--- config.mk ---
export PLATFORM = sky130hd
export DESIGN_NAME = rom_read_sequencer
export DESIGN_NICKNAME = d
export VERILOG_FILES = /design/src/rtl/rom_read_sequencer_pkg.sv /design/src/rtl/rom_word_check.sv /design/src/rtl/rom_read_sequencer.sv
export SDC_FILE = /design/constraint.sdc
export NUM_CORES = 1
export LEC_CHECK = 0
export ABC_AREA = 1
export CAP_MARGIN = 20
export CORE_MARGIN = 5
export CORE_UTILIZATION = 40
export DETAILED_ROUTE_END_ITERATION = 8
export DONT_BUFFER_PORTS = 1
export PLACE_DENSITY = 0.62
export SYNTH_ARGS = -nofsm -noshare
export SYNTH_HDL_FRONTEND = slang
export SYNTH_SLANG_ARGS = --single-unit
--- constraint.sdc ---
create_clock -name CLK -period 2.3 [get_ports CLK]
set_input_delay 0.46 -clock CLK [delete_from_list [all_inputs] [get_ports CLK]]
set_output_delay 0.46 -clock CLK [all_outputs]
set_load 0.02 [all_outputs]
--- src/rtl/rom_read_sequencer_pkg.sv ---
// Shared ROM bus definitions: state encodings, bus widths and the blank-word value.
// The ROM model and the erasable-memory controller import the same package.
package rom_read_sequencer_pkg;

  localparam int ROM_AW = 17;
  localparam int ROM_DW = 16;

  localparam logic [ROM_DW-1:0] ROM_BLANK = 16'hFFFF;

  typedef enum logic [1:0] {
    IDLE    = 2'd0,
    SETUP   = 2'd1,
    ACCESS  = 2'd2,
    RECOVER = 2'd3
  } rom_state_e;

endpackage

--- src/rtl/rom_word_check.sv ---
// Combinational status for a ROM word: blank (unprogrammed) and even-parity error.
module rom_word_check
  import rom_read_sequencer_pkg::*;
(
  input  logic [ROM_DW-1:0] w,
  output logic              blank,
  output logic              perr
);

  assign blank = (w == ROM_BLANK);
  // ROM words are stored with odd parity; a blank word is not a parity error.
  assign perr  = ~(^w) & ~blank;

endmodule

--- src/rtl/rom_read_sequencer.sv ---
// Read sequencer for the asynchronous fixed-memory ROM: drives CE_/OE_/A, waits a
// fixed access window, captures DQ and returns it with a one-cycle RVALID strobe.
module rom_read_sequencer
  import rom_read_sequencer_pkg::*;
#(
  parameter int WAIT_CYCLES = 2
) (
  input  logic              CLK,
  input  logic              RST_,
  input  logic              REQ,
  input  logic [ROM_AW-1:0] ADDR,
  output logic              READY,
  output logic              RVALID,
  output logic [ROM_DW-1:0] RDATA,
  output logic              PERR,
  output logic              BLANK,
  output logic              CE_,
  output logic              OE_,
  output logic              WE_,
  output logic [ROM_AW-1:0] A,
  input  logic [ROM_DW-1:0] DQ,
  output logic [1:0]        state_dbg
);

  // Handshake: a request is taken on a rising edge where REQ=1 and READY=1.
  // REQ seen while READY=0 is dropped, not queued; ADDR is only sampled on that edge.

  localparam logic [3:0] WAIT_LOAD = 4'(WAIT_CYCLES - 1);

  rom_state_e state;
  logic [3:0] cnt;
  logic       chk_blank;
  logic       chk_perr;

  rom_word_check u_word_check (
    .w     (DQ),
    .blank (chk_blank),
    .perr  (chk_perr)
  );

  assign WE_       = 1'b1;
  assign state_dbg = state;

  always_ff @(posedge CLK) begin
    if (!RST_) begin
      state  <= IDLE;
      cnt    <= '0;
      CE_    <= 1'b1;
      OE_    <= 1'b1;
      A      <= '0;
      RDATA  <= '0;
      RVALID <= 1'b0;
      PERR   <= 1'b0;
      BLANK  <= 1'b0;
      READY  <= 1'b1;
    end else begin
      RVALID <= 1'b0;
      case (state)
        IDLE: begin
          if (REQ) begin
            A     <= ADDR;
            CE_   <= 1'b0;
            READY <= 1'b0;
            state <= SETUP;
          end
        end
        SETUP: begin
          OE_   <= 1'b0;
          cnt   <= WAIT_LOAD;
          state <= ACCESS;
        end
        ACCESS: begin
          // DQ only reaches the output registers here, so Z/X elsewhere is harmless.
          if (cnt == 4'd0) begin
            RDATA  <= DQ;
            BLANK  <= chk_blank;
            PERR   <= chk_perr;
            RVALID <= 1'b1;
            CE_    <= 1'b1;
            OE_    <= 1'b1;
            state  <= RECOVER;
          end else begin
            cnt <= cnt - 4'd1;
          end
        end
        RECOVER: begin
          READY <= 1'b1;
          state <= IDLE;
        end
        default: begin
          CE_   <= 1'b1;
          OE_   <= 1'b1;
          READY <= 1'b1;
          state <= IDLE;
        end
      endcase
    end
  end

endmodule
==> results of run 1 <==
-- worst max-delay path: cells and delay by family (launching register included) --
| kind | cells | cell delay, ns |
|---|---|---|
| adders and majority gates | 1 | 0.30 |
| buffers and inverters | 2 | 0.38 |
| DFF | 1 | 0.53 |
| and+or+nand+nor | 4 | 0.38 |
-- sequential cells by signal (all words and copies together) (netlist names) --
| name | count |
|---|---|
| state_dbg | 2 |
| PERR | 1 |
| A | 17 |
| BLANK | 1 |
| READY | 1 |
| cnt | 4 |
| RVALID | 1 |
| RDATA | 16 |
| OE_ | 1 |
| CE_ | 1 |
-- logic make-up after synthesis --
group / synth area share [%]
buf+inv: 7.53
flops: 44.1
other cells: 0.183
fa+ha+maj: 8.57
compound gates: 7.34
xor+xnor: 1.29
simple gates: 31.0
-- report_power, final --
group | leakage [nW] | internal, mW | switching [mW]
Clock | 0.0450 | 0.211 | 0.256
Combinational | 0.643 | 0.255 | 0.449
Sequential | 0.369 | 0.986 | 0.377
-- placed cells by master (no fill, tap or decap) --
cell type / netlist / layout
o21ai_1: 2 / 2
a31oi_1: 1 / 1
xor2_1: 1 / 1
clkbuf_1: 3 / 1
conb_1: 1 / 1
inv_1: 18 / 18
clkinv_2: 0 / 2
o211ai_1: 1 / 1
ha_1: 14 / 14
o22ai_1: 1 / 1
nand2_2: 10 / 10
nor2_2: 2 / 2
inv_2: 4 / 4
buf_4: 2 / 1
clkbuf_8: 0 / 5
nand3_2: 1 / 1
and2_1: 1 / 1
dfxtp_1: 45 / 45
xnor2_1: 2 / 2
o21ai_0: 20 / 20
nor3_1: 2 / 2
nand2_1: 88 / 88
nand2_4: 1 / 1
a21oi_1: 4 / 4
inv_6: 1 / 1
nor3_2: 1 / 1
nand3_1: 4 / 4
nor2_1: 43 / 43
-- area by class of cell --
class | instances | area (um^2) | share of cell area (%)
timing repair buffer | 1 | 7.51 | 0.348
tap | 70 | 87.6 | 4.06
sequential | 45 | 901 | 41.7
clock inverter | 2 | 10.0 | 0.463
inverter | 23 | 91.3 | 4.23
multi-input combinational | 200 | 990 | 45.8
clock buffer | 6 | 72.6 | 3.36
-- path summary, 6_finish.rpt --
check / startpoint / to / slack, ns / cells past startpoint
max: state_dbg[0] / RDATA[1] / 0.65 / 7
min: DQ[8] / RDATA[8] / 0.26 / 2
max reg2reg: state_dbg[0] / RDATA[1] / 0.65 / 7
min reg2reg: cnt[0] / cnt[0] / 0.53 / 2
-- layer usage --
layer  up-vias  track usage (%)  part of all wire (%)
met1       682             15.2                    41
li1        850                -                     -
met2        63             23.0                    43
met4         0             4.56                   1.1
met3         4             7.46                    14
met5         -                0                     0
-- metrics by stage --
| step | area, um^2 | power (mW) | setup slack [ns] |
|---|---|---|---|
| floorplan | 2040 | 1.96 | 0.795 |
| global placement | 2080 | 2.07 | 0.721 |
| detailed placement | 2080 | 2.10 | 0.661 |
| CTS | 2160 | 2.57 | 0.638 |
| global route | 2160 | 2.76 | 0.473 |
| finish | 2160 | 2.53 | 0.654 |
==> reports/qor.txt, run 1 <==
GRT Total Usage - 13.9%
Synth warnings - 0
Root buf cell - clkbuf_8
CP max stage delay - 0.53 ns
Worst setup SP type - register
Hold WS - 0.259 ns
Synth Register Bits - 45
Crit Path Max Fanout - 18
Critical path type - register to register
Setup violations, final - 0
Fin util - 42.8%
Ys async rst share - 0%
Initial antenna violation count - 0
CTS H-tree lvls - 2
Clk slew on worst S/H paths - 0.08 ns
Post-Syn Nets - 326
Cell area power density - 1170 mW/mm^2
EDFF count, synth - 0
Share of cells above drive strength 1 - 10.1%
Number of max-cap violations - 0
Pin count of the biggest net entering global routing - 26
DP HPWL - 3.34 mm
Post-CTS setup buffers - 0
Top cells by area, synth - dfxtp_1 44%, nand2_1 16%, ha_1 8.6%
CP Capture Type - register
Syn Area/Cell - 7.41 um^2
Yosys top cell by area - dfxtp_1
Yosys top cell area share - 44.1%
First-pass GRT wire length - 7.14 mm
Via count - 1599
Core Area - 0.00504 mm^2
Post-synthesis instance total - 276
Placed cells - 339
Die W - 81.5 um
Count of final hold-check violations - 0
Post-route ant nets - 0
Slew Viols, Final - 0
Die Ht - 81.5 um
Vias in the first global route - 1535
Routability Congestion - 0.802
I/O pin cnt - 78
Clock sink count - 45
Post-Syn Area - 0.00204 mm^2
I/O Buffers - 0
ANT cells - 0
CTS tree - yes
Final period util - 71.6%
Wire length per cell - 12.7 um
WP data required - 2.54 ns
Resized cells post-CTS - 0
Status - finished, final reports clean
Worst hold path type - primary input to register
Die area - 0.00664 mm^2
CTS Hold Bufs - 0
Most common cell in the netlist - nand2_1
Register area share after synthesis - 44.1%
Unique masters post-synth - 29
RSZ-0062 raised after global routing - no
Worst VDD drop - 415 uV
NumNets Final - 326
Initial cell density of the core - 40.5%
Residual DRC - 0
Most used flip-flop cell after synthesis - dfxtp_1
DRT Pass-1 Iters - 4
Most frequent CP cell - nand2_1
Post-Route WL - 4.40 mm
Clk Latency, worst-skew pair - 0.29 ns
Filler cells - 541
CTS buffer count - 5
Cell Chain, Critical Path - inv_1 -> ha_1 -> nand3_2 -> nand2_1 -> inv_2 -> nand2_1 -> nand2_1
Initial DRC Count - 52
Skew final - 0.00585 ns
Post-DR vias/cell - 4.61
Most instantiated cells after synthesis - 88 x nand2_1, 45 x dfxtp_1, 43 x nor2_1, 20 x o21ai_0, 18 x inv_1
FMAX - 0.607 GHz
Area grow syn2layout - 5.63%
Row count - 26
Arrival time worst endpoint - 1.88 ns
Final Non-Filler Cells - 347
Master of the slowest instance on the critical path - dfxtp_1
Leak - 1.06 nW
Clock tree buffer depth - 2
Grt ovf - 0
Total negative setup slack - 0 ns
Tmin final - 1.65 ns
Power figures use the tool's default switching activity.
==> inputs of run 2 (changes only) <==
clock period = 1.7 ns   (was 2.3 ns; I/O delays follow)
==> run 2 against run 1 <==
Clock skew is 0.0034 ns lower. Routed wire length fell by 2.7%. Non-clock buffer count up 2. Highest routed layer unchanged. Worst setup slack got worse by 0.34 ns. Power up 37%. Critical path depth unchanged.
==> reports/qor.txt, run 2 (synthesis gave the netlist of run 1 again) <==
Tmin final - 1.39 ns (was 1.65 ns)
Resized cells post-CTS - 0 (unchanged)
Number of cells on the critical path - 7 (unchanged)
Critical path type - register to register (unchanged)
Residual DRC - 0 (unchanged)
Via count - 1607 (was 1599)
Post-DR vias/cell - 4.62 (was 4.61)
Core Area - 0.00504 mm^2 (unchanged)
Skew final - 0.00248 ns (was 0.00585 ns)
GRT Total Usage - 13.5% (was 13.9%)
Clock sink count - 45 (unchanged)
Vias in the first global route - 1552 (was 1535)
Clock tree buffer depth - 2 (unchanged)
Area taken by multi-input logic gates - 990 um^2 (unchanged)
Root buf cell - clkbuf_8 (unchanged)
Initial cell density of the core - 40.5% (unchanged)
Post-route cell area - 0.00218 mm^2 (was 0.00216 mm^2)
CTS Hold Bufs - 0 (unchanged)
Sequential Area - 901 um^2 (unchanged)
DP HPWL - 3.33 mm (was 3.34 mm)
Clk slew on worst S/H paths - 0.08 ns (about the same)
First-pass GRT wire length - 7.02 mm (was 7.14 mm)
Post-CTS setup buffers - 0 (unchanged)
R2R cell count - 7 (unchanged)
Initial DRC Count - 40 (was 52)
FMAX - 0.722 GHz (was 0.607 GHz)
Most frequent cells in the layout - 88 x nand2_1, 45 x dfxtp_1, 43 x nor2_1 (unchanged)
Crit Path Max Fanout - 18 (unchanged)
Cell area power density - 1590 mW/mm^2 (was 1170 mW/mm^2)
Placed cell areas - 0.00209 mm^2 (was 0.00208 mm^2)
Routability Congestion - 0.759 (was 0.802)
CTS H-tree lvls - 2 (unchanged)
Wire length per cell - 12.3 um (was 12.7 um)
Post-Route WL - 4.28 mm (was 4.40 mm)
Filler cells - 542 (was 541)
Biggest registers after layout - A: 17 flops, RDATA: 16 flops, cnt: 4 flops (unchanged)
Clock Power Share - 18.6% (was 18.4%)
RSZ-0062 raised after global routing - no (unchanged)
Die area - 0.00664 mm^2 (unchanged)
Crit-path leading delay family - simple AND/OR/NAND/NOR gates (was flip-flops)
Biggest register - A (unchanged)
DRT Pass-1 Iters - 4 (unchanged)
Comb pwr share - 29.4% (was 27.8%)
Arrival time worst endpoint - 1.62 ns (was 1.88 ns)
Most common cell after layout, fill and taps aside - nand2_1 (unchanged)
I/O Buffers - 0 (unchanged)
Final period util - 81.5% (was 71.6%)
ANT cells - 0 (unchanged)
CTS buffer count - 5 (unchanged)
Grt ovf - 0 (unchanged)
Hold path cells - 2 (unchanged)
Worst setup SP type - register (unchanged)
Worst hold path type - primary input to register (unchanged)
Number of flip-flops in the largest register - 17 (unchanged)
Cell Chain, Critical Path - inv_1 -> ha_1 -> nand3_2 -> nand2_1 -> inv_2 -> nand2_1 -> nand2_1 (unchanged)
Die Ht - 81.5 um (unchanged)
Switching share of power - 41.4% (was 42.7%)
WP data required - 1.93 ns (was 2.54 ns)
Share of cells above drive strength 1 - 10.4% (was 10.1%)
Count of final hold-check violations - 0 (unchanged)
Number of max-cap violations - 0 (unchanged)
Most frequent CP cell - nand2_1 (unchanged)
Worst VDD drop - 647 uV (was 415 uV)
Cell Int Power - 2.03 mW (was 1.45 mW)
Power share of the sequential group - 52.1% (was 53.8%)
Slew Viols, Final - 0 (unchanged)
NumNets Final - 328 (was 326)
Row count - 26 (unchanged)
CP max stage delay - 0.35 ns (was 0.53 ns)
Leak - 1.07 nW (was 1.06 nW)
CTS tree - yes (unchanged)
CP Capture Type - register (unchanged)
Initial antenna violation count - 0 (unchanged)
Setup violations, final - 0 (unchanged)
Clk Latency, worst-skew pair - 0.28 ns (was 0.29 ns)
Die W - 81.5 um (unchanged)
Status - finished, final reports clean (unchanged)
Area grow syn2layout - 6.55% (was 5.63%)
I/O pin cnt - 78 (unchanged)
Post-route ant nets - 0 (unchanged)
Pin count of the biggest net entering global routing - 26 (unchanged)
CP bufs+invs - 2 (unchanged)
Total negative setup slack - 0 ns (unchanged)
P_sw - 1.43 mW (was 1.08 mW)
Master of the slowest instance on the critical path - dfxtp_1 (unchanged)
run 2: cell types whose count changed in the layout (fill, tap and decap cells not counted), sizes merged:
cell	delta
buf	+2
clkbuf	+1
clkinv	-2
run 2: stage by stage:
stage | hold slack (ns) | util, % | total power [mW] | setup WS [ns] | cells
after floorplan | 0.437 | - | 2.65 | 0.195 | 276
after global placement | 0.439 | 41.5 | 2.84 | 0.406 | 341
after detailed placement | 0.447 | 41.5 | 2.87 | 0.321 | 341
after CTS | 0.136 | 43.2 | 3.53 | 0.292 | 348
after global routing | 0.131 | 43.2 | 3.77 | 0.156 | 348
final | 0.147 | 43.2 | 3.46 | 0.315 | 348
run 2: power groups by stage:
stage	sequential (mW)	clock [mW]	combinational, mW
3_3_place_gp	1.83	0	1.01
5_1_grt	1.84	0.734	1.20
2_1_floorplan	1.81	0	0.844
4_1_cts	1.81	0.681	1.04
6_report	1.80	0.642	1.02
3_5_place_dp	1.83	0	1.03
run 2: worst reg2reg max path, cell delays in order (launching register included):
cell and delay, ns:
dfxtp_1 0.35, inv_1 0.08, ha_1 0.27, nand3_2 0.14
nand2_1 0.07, inv_2 0.25, nand2_1 0.11, nand2_1 0.07
run 2: area by class of cell:
cell class / count / share of cell area, %
Sequential cell: 45 / 41.4
Multi-Input combinational cell: 200 / 45.4
Timing Repair Buffer: 3 / 1.03
Tap cell: 70 / 4.02
Inverter: 23 / 4.19
Clock buffer: 7 / 3.96
run 2: path summary, 6_finish.rpt:
check / from / slack [ns] / to
worst min register to register: cnt[0] / 0.52 / cnt[0]
worst max register to register: state_dbg[0] / 0.31 / RDATA[2]
worst max-delay path: state_dbg[0] / 0.31 / RDATA[2]
worst min-delay path: DQ[6] / 0.15 / RDATA[6]
run 2: routing by layer:
metal  GRT usage (%)  share of wire [%]  routed length, um  vias to the layer above
met5               0                  0                  0                        -
met4            5.07                1.2                 51                        0
met3            6.47                 14                594                        5
met2            23.0                 44               1870                       61
met1            14.5                 41               1760                      686
li1                -                  -                  -                      855
==> inputs of run 3 (changes only) <==
clock period = 1.4 ns   (was 1.7 ns; I/O delays follow)
==> run 3 against run 2 <==
Register-to-register slack lost 0.20 ns. Non-clock buffer count unchanged. Worst hold slack got worse by 0.070 ns. Worst setup slack got worse by 0.20 ns.
==> reports/qor.txt, run 3 (synthesis gave the netlist of run 1 again) <==
Post-route ant nets - 0 (unchanged)
Leak - 1.08 nW (was 1.07 nW)
Residual DRC - 0 (unchanged)
Most frequent cells in the layout - 87 x nand2_1, 43 x dfxtp_1, 43 x nor2_1 (was 88 x nand2_1, 45 x dfxtp_1, 43 x nor2_1)
RSZ-0062 raised after global routing - yes (was no)
WP data required - 1.59 ns (was 1.93 ns)
Setup violations, final - 0 (unchanged)
CTS tree - yes (unchanged)
Final worst-path setup slack - 0.116 ns (was 0.315 ns)
Initial DRC Count - 60 (was 40)
Slew Viols, Final - 0 (unchanged)
Wire length per cell - 12.5 um (was 12.3 um)
CP Capture Type - register (unchanged)
Clk slew on worst S/H paths - 0.08 ns (about the same)
Post-route cell area - 0.00223 mm^2 (was 0.00218 mm^2)
Biggest registers after layout - A: 17 flops, RDATA: 16 flops, cnt: 4 flops (unchanged)
Die W - 81.5 um (unchanged)
Clock sink count - 45 (unchanged)
R2R cell count - 7 (unchanged)
Worst setup SP type - register (unchanged)
Tmin final - 1.28 ns (was 1.39 ns)
Routability Congestion - 0.741 (was 0.759)
NumNets Final - 328 (unchanged)
DRT Pass-1 Iters - 4 (unchanged)
Final period util - 91.7% (was 81.5%)
CP Launch Point - state_dbg[1] (was state_dbg[0])
Share of cells above drive strength 1 - 12.5% (was 10.4%)
CTS H-tree lvls - 2 (unchanged)
Initial antenna violation count - 0 (unchanged)
Hold path cells - 2 (unchanged)
Worst VDD drop - 631 uV (was 647 uV)
First-pass GRT wire length - 7.15 mm (was 7.02 mm)
Number of flip-flops in the largest register - 17 (unchanged)
Total negative setup slack - 0 ns (unchanged)
FMAX - 0.779 GHz (was 0.722 GHz)
Launching point of the worst reg2reg path - state_dbg[1] (was state_dbg[0])
Initial cell density of the core - 40.5% (unchanged)
GRT Total Usage - 13.8% (was 13.5%)
Number of max-cap violations - 0 (unchanged)
Post-Route WL - 4.37 mm (was 4.28 mm)
Die area - 0.00664 mm^2 (unchanged)
Biggest register - A (unchanged)
I/O pin cnt - 78 (unchanged)
Pin count of the biggest net entering global routing - 26 (unchanged)
ANT cells - 0 (unchanged)
Arrival time worst endpoint - 1.47 ns (was 1.62 ns)
Core Area - 0.00504 mm^2 (unchanged)
Grt ovf - 0 (unchanged)
Root buf cell - clkbuf_8 (unchanged)
Cell area power density - 2010 mW/mm^2 (was 1590 mW/mm^2)
Skew final - 0.00507 ns (was 0.00248 ns)
Critical path type - register to register (unchanged)
Worst hold path type - primary input to register (unchanged)
CTS buffer count - 5 (unchanged)
Clk Latency, worst-skew pair - 0.29 ns (was 0.28 ns)
Hold WS - 0.0769 ns (was 0.147 ns)
Post-CTS setup buffers - 0 (unchanged)
Worst hold start - DQ[10] (was DQ[6])
Post-DR vias/cell - 4.70 (was 4.62)
PnR Total Power - 4.46 mW (was 3.46 mW)
Clock tree buffer depth - 2 (unchanged)
Vias in the first global route - 1522 (was 1552)
R2R Setup Slk - 0.12 ns (was 0.31 ns)
Die Ht - 81.5 um (unchanged)
DP HPWL - 3.36 mm (was 3.33 mm)
Most common cell after layout, fill and taps aside - nand2_1 (unchanged)
Status - finished, final reports clean (unchanged)
Dpl ws - 0.0649 ns (was 0.321 ns)
Hold Path End - RDATA[10] (was RDATA[6])
Reg-to-Reg End - state_dbg[1] (was RDATA[2])
Row count - 26 (unchanged)
Via count - 1639 (was 1607)
Crit Path Max Fanout - 5 (was 18)
Placed cell areas - 0.00209 mm^2 (about the same)
I/O Buffers - 0 (unchanged)
Area grow syn2layout - 8.87% (was 6.55%)
Count of final hold-check violations - 0 (unchanged)
## run 3: cell count changes in the layout (fill, tap and decap cells not counted), sizes merged
cell,previous run,this run
bufinv,0,1
## run 3: worst max-delay path, cell delays in order, from the launching register on
cell and delay [ns]:
dfxtp_2 0.35, inv_1 0.11, ha_1 0.18, inv_1 0.05, nor2_1 0.23, nor2_2 0.08, o21ai_1 0.12, nor2_1 0.05
## run 3: worst max path at each step
stage                               to  slack [ns]  cells after the start
after global placement       RDATA[13]        0.12                      7
after floorplan                  A[10]        0.01                      8
final                     state_dbg[1]        0.12                      7
after detailed placement      RDATA[7]        0.06                      7
after global routing          RDATA[1]       -0.01                      8
after CTS                     RDATA[2]        0.04                      7
## run 3: repair_timing
item                       in CTS  in global routing
hold buffers                    0                  0
setup endpoints to repair       0                 22
gates resized for setup         0                  6
## run 3: through the flow
step	std cells	util, %
floorplan	276	-
finish	349	44.1
global placement	341	41.5
global route	349	44.1
detailed placement	341	41.5
CTS	349	43.8
## run 3: layout make-up
| cell class | count | area (um^2) |
|---|---|---|
| clock buffers | 7 | 86.3 |
| clock inverters | 1 | 30.0 |
| fillers | 540 | 2820 |
| inverters | 23 | 93.8 |
| multi-input cells | 200 | 998 |
| flip-flops and latches | 45 | 903 |
| well taps | 70 | 87.6 |
| repair buffers | 3 | 26.3 |
## run 3: power by group
| group | internal (mW) | leakage, nW | switching [mW] |
|---|---|---|---|
| combinational | 0.469 | 0.653 | 0.793 |
| sequential | 1.62 | 0.370 | 0.578 |
| clock | 0.582 | 0.0585 | 0.416 |
| total | 2.68 | 1.08 | 1.79 |
## run 3: per-layer routing
| metal | global-route usage [%] | up-vias | share of wire, % |
|---|---|---|---|
| met5 | 0 | - | 0 |
| li1 | - | 856 | - |
| met2 | 21.9 | 60 | 44 |
| met3 | 5.59 | 7 | 13 |
| met4 | 6.59 | 0 | 1.9 |
| met1 | 16.3 | 716 | 40 |
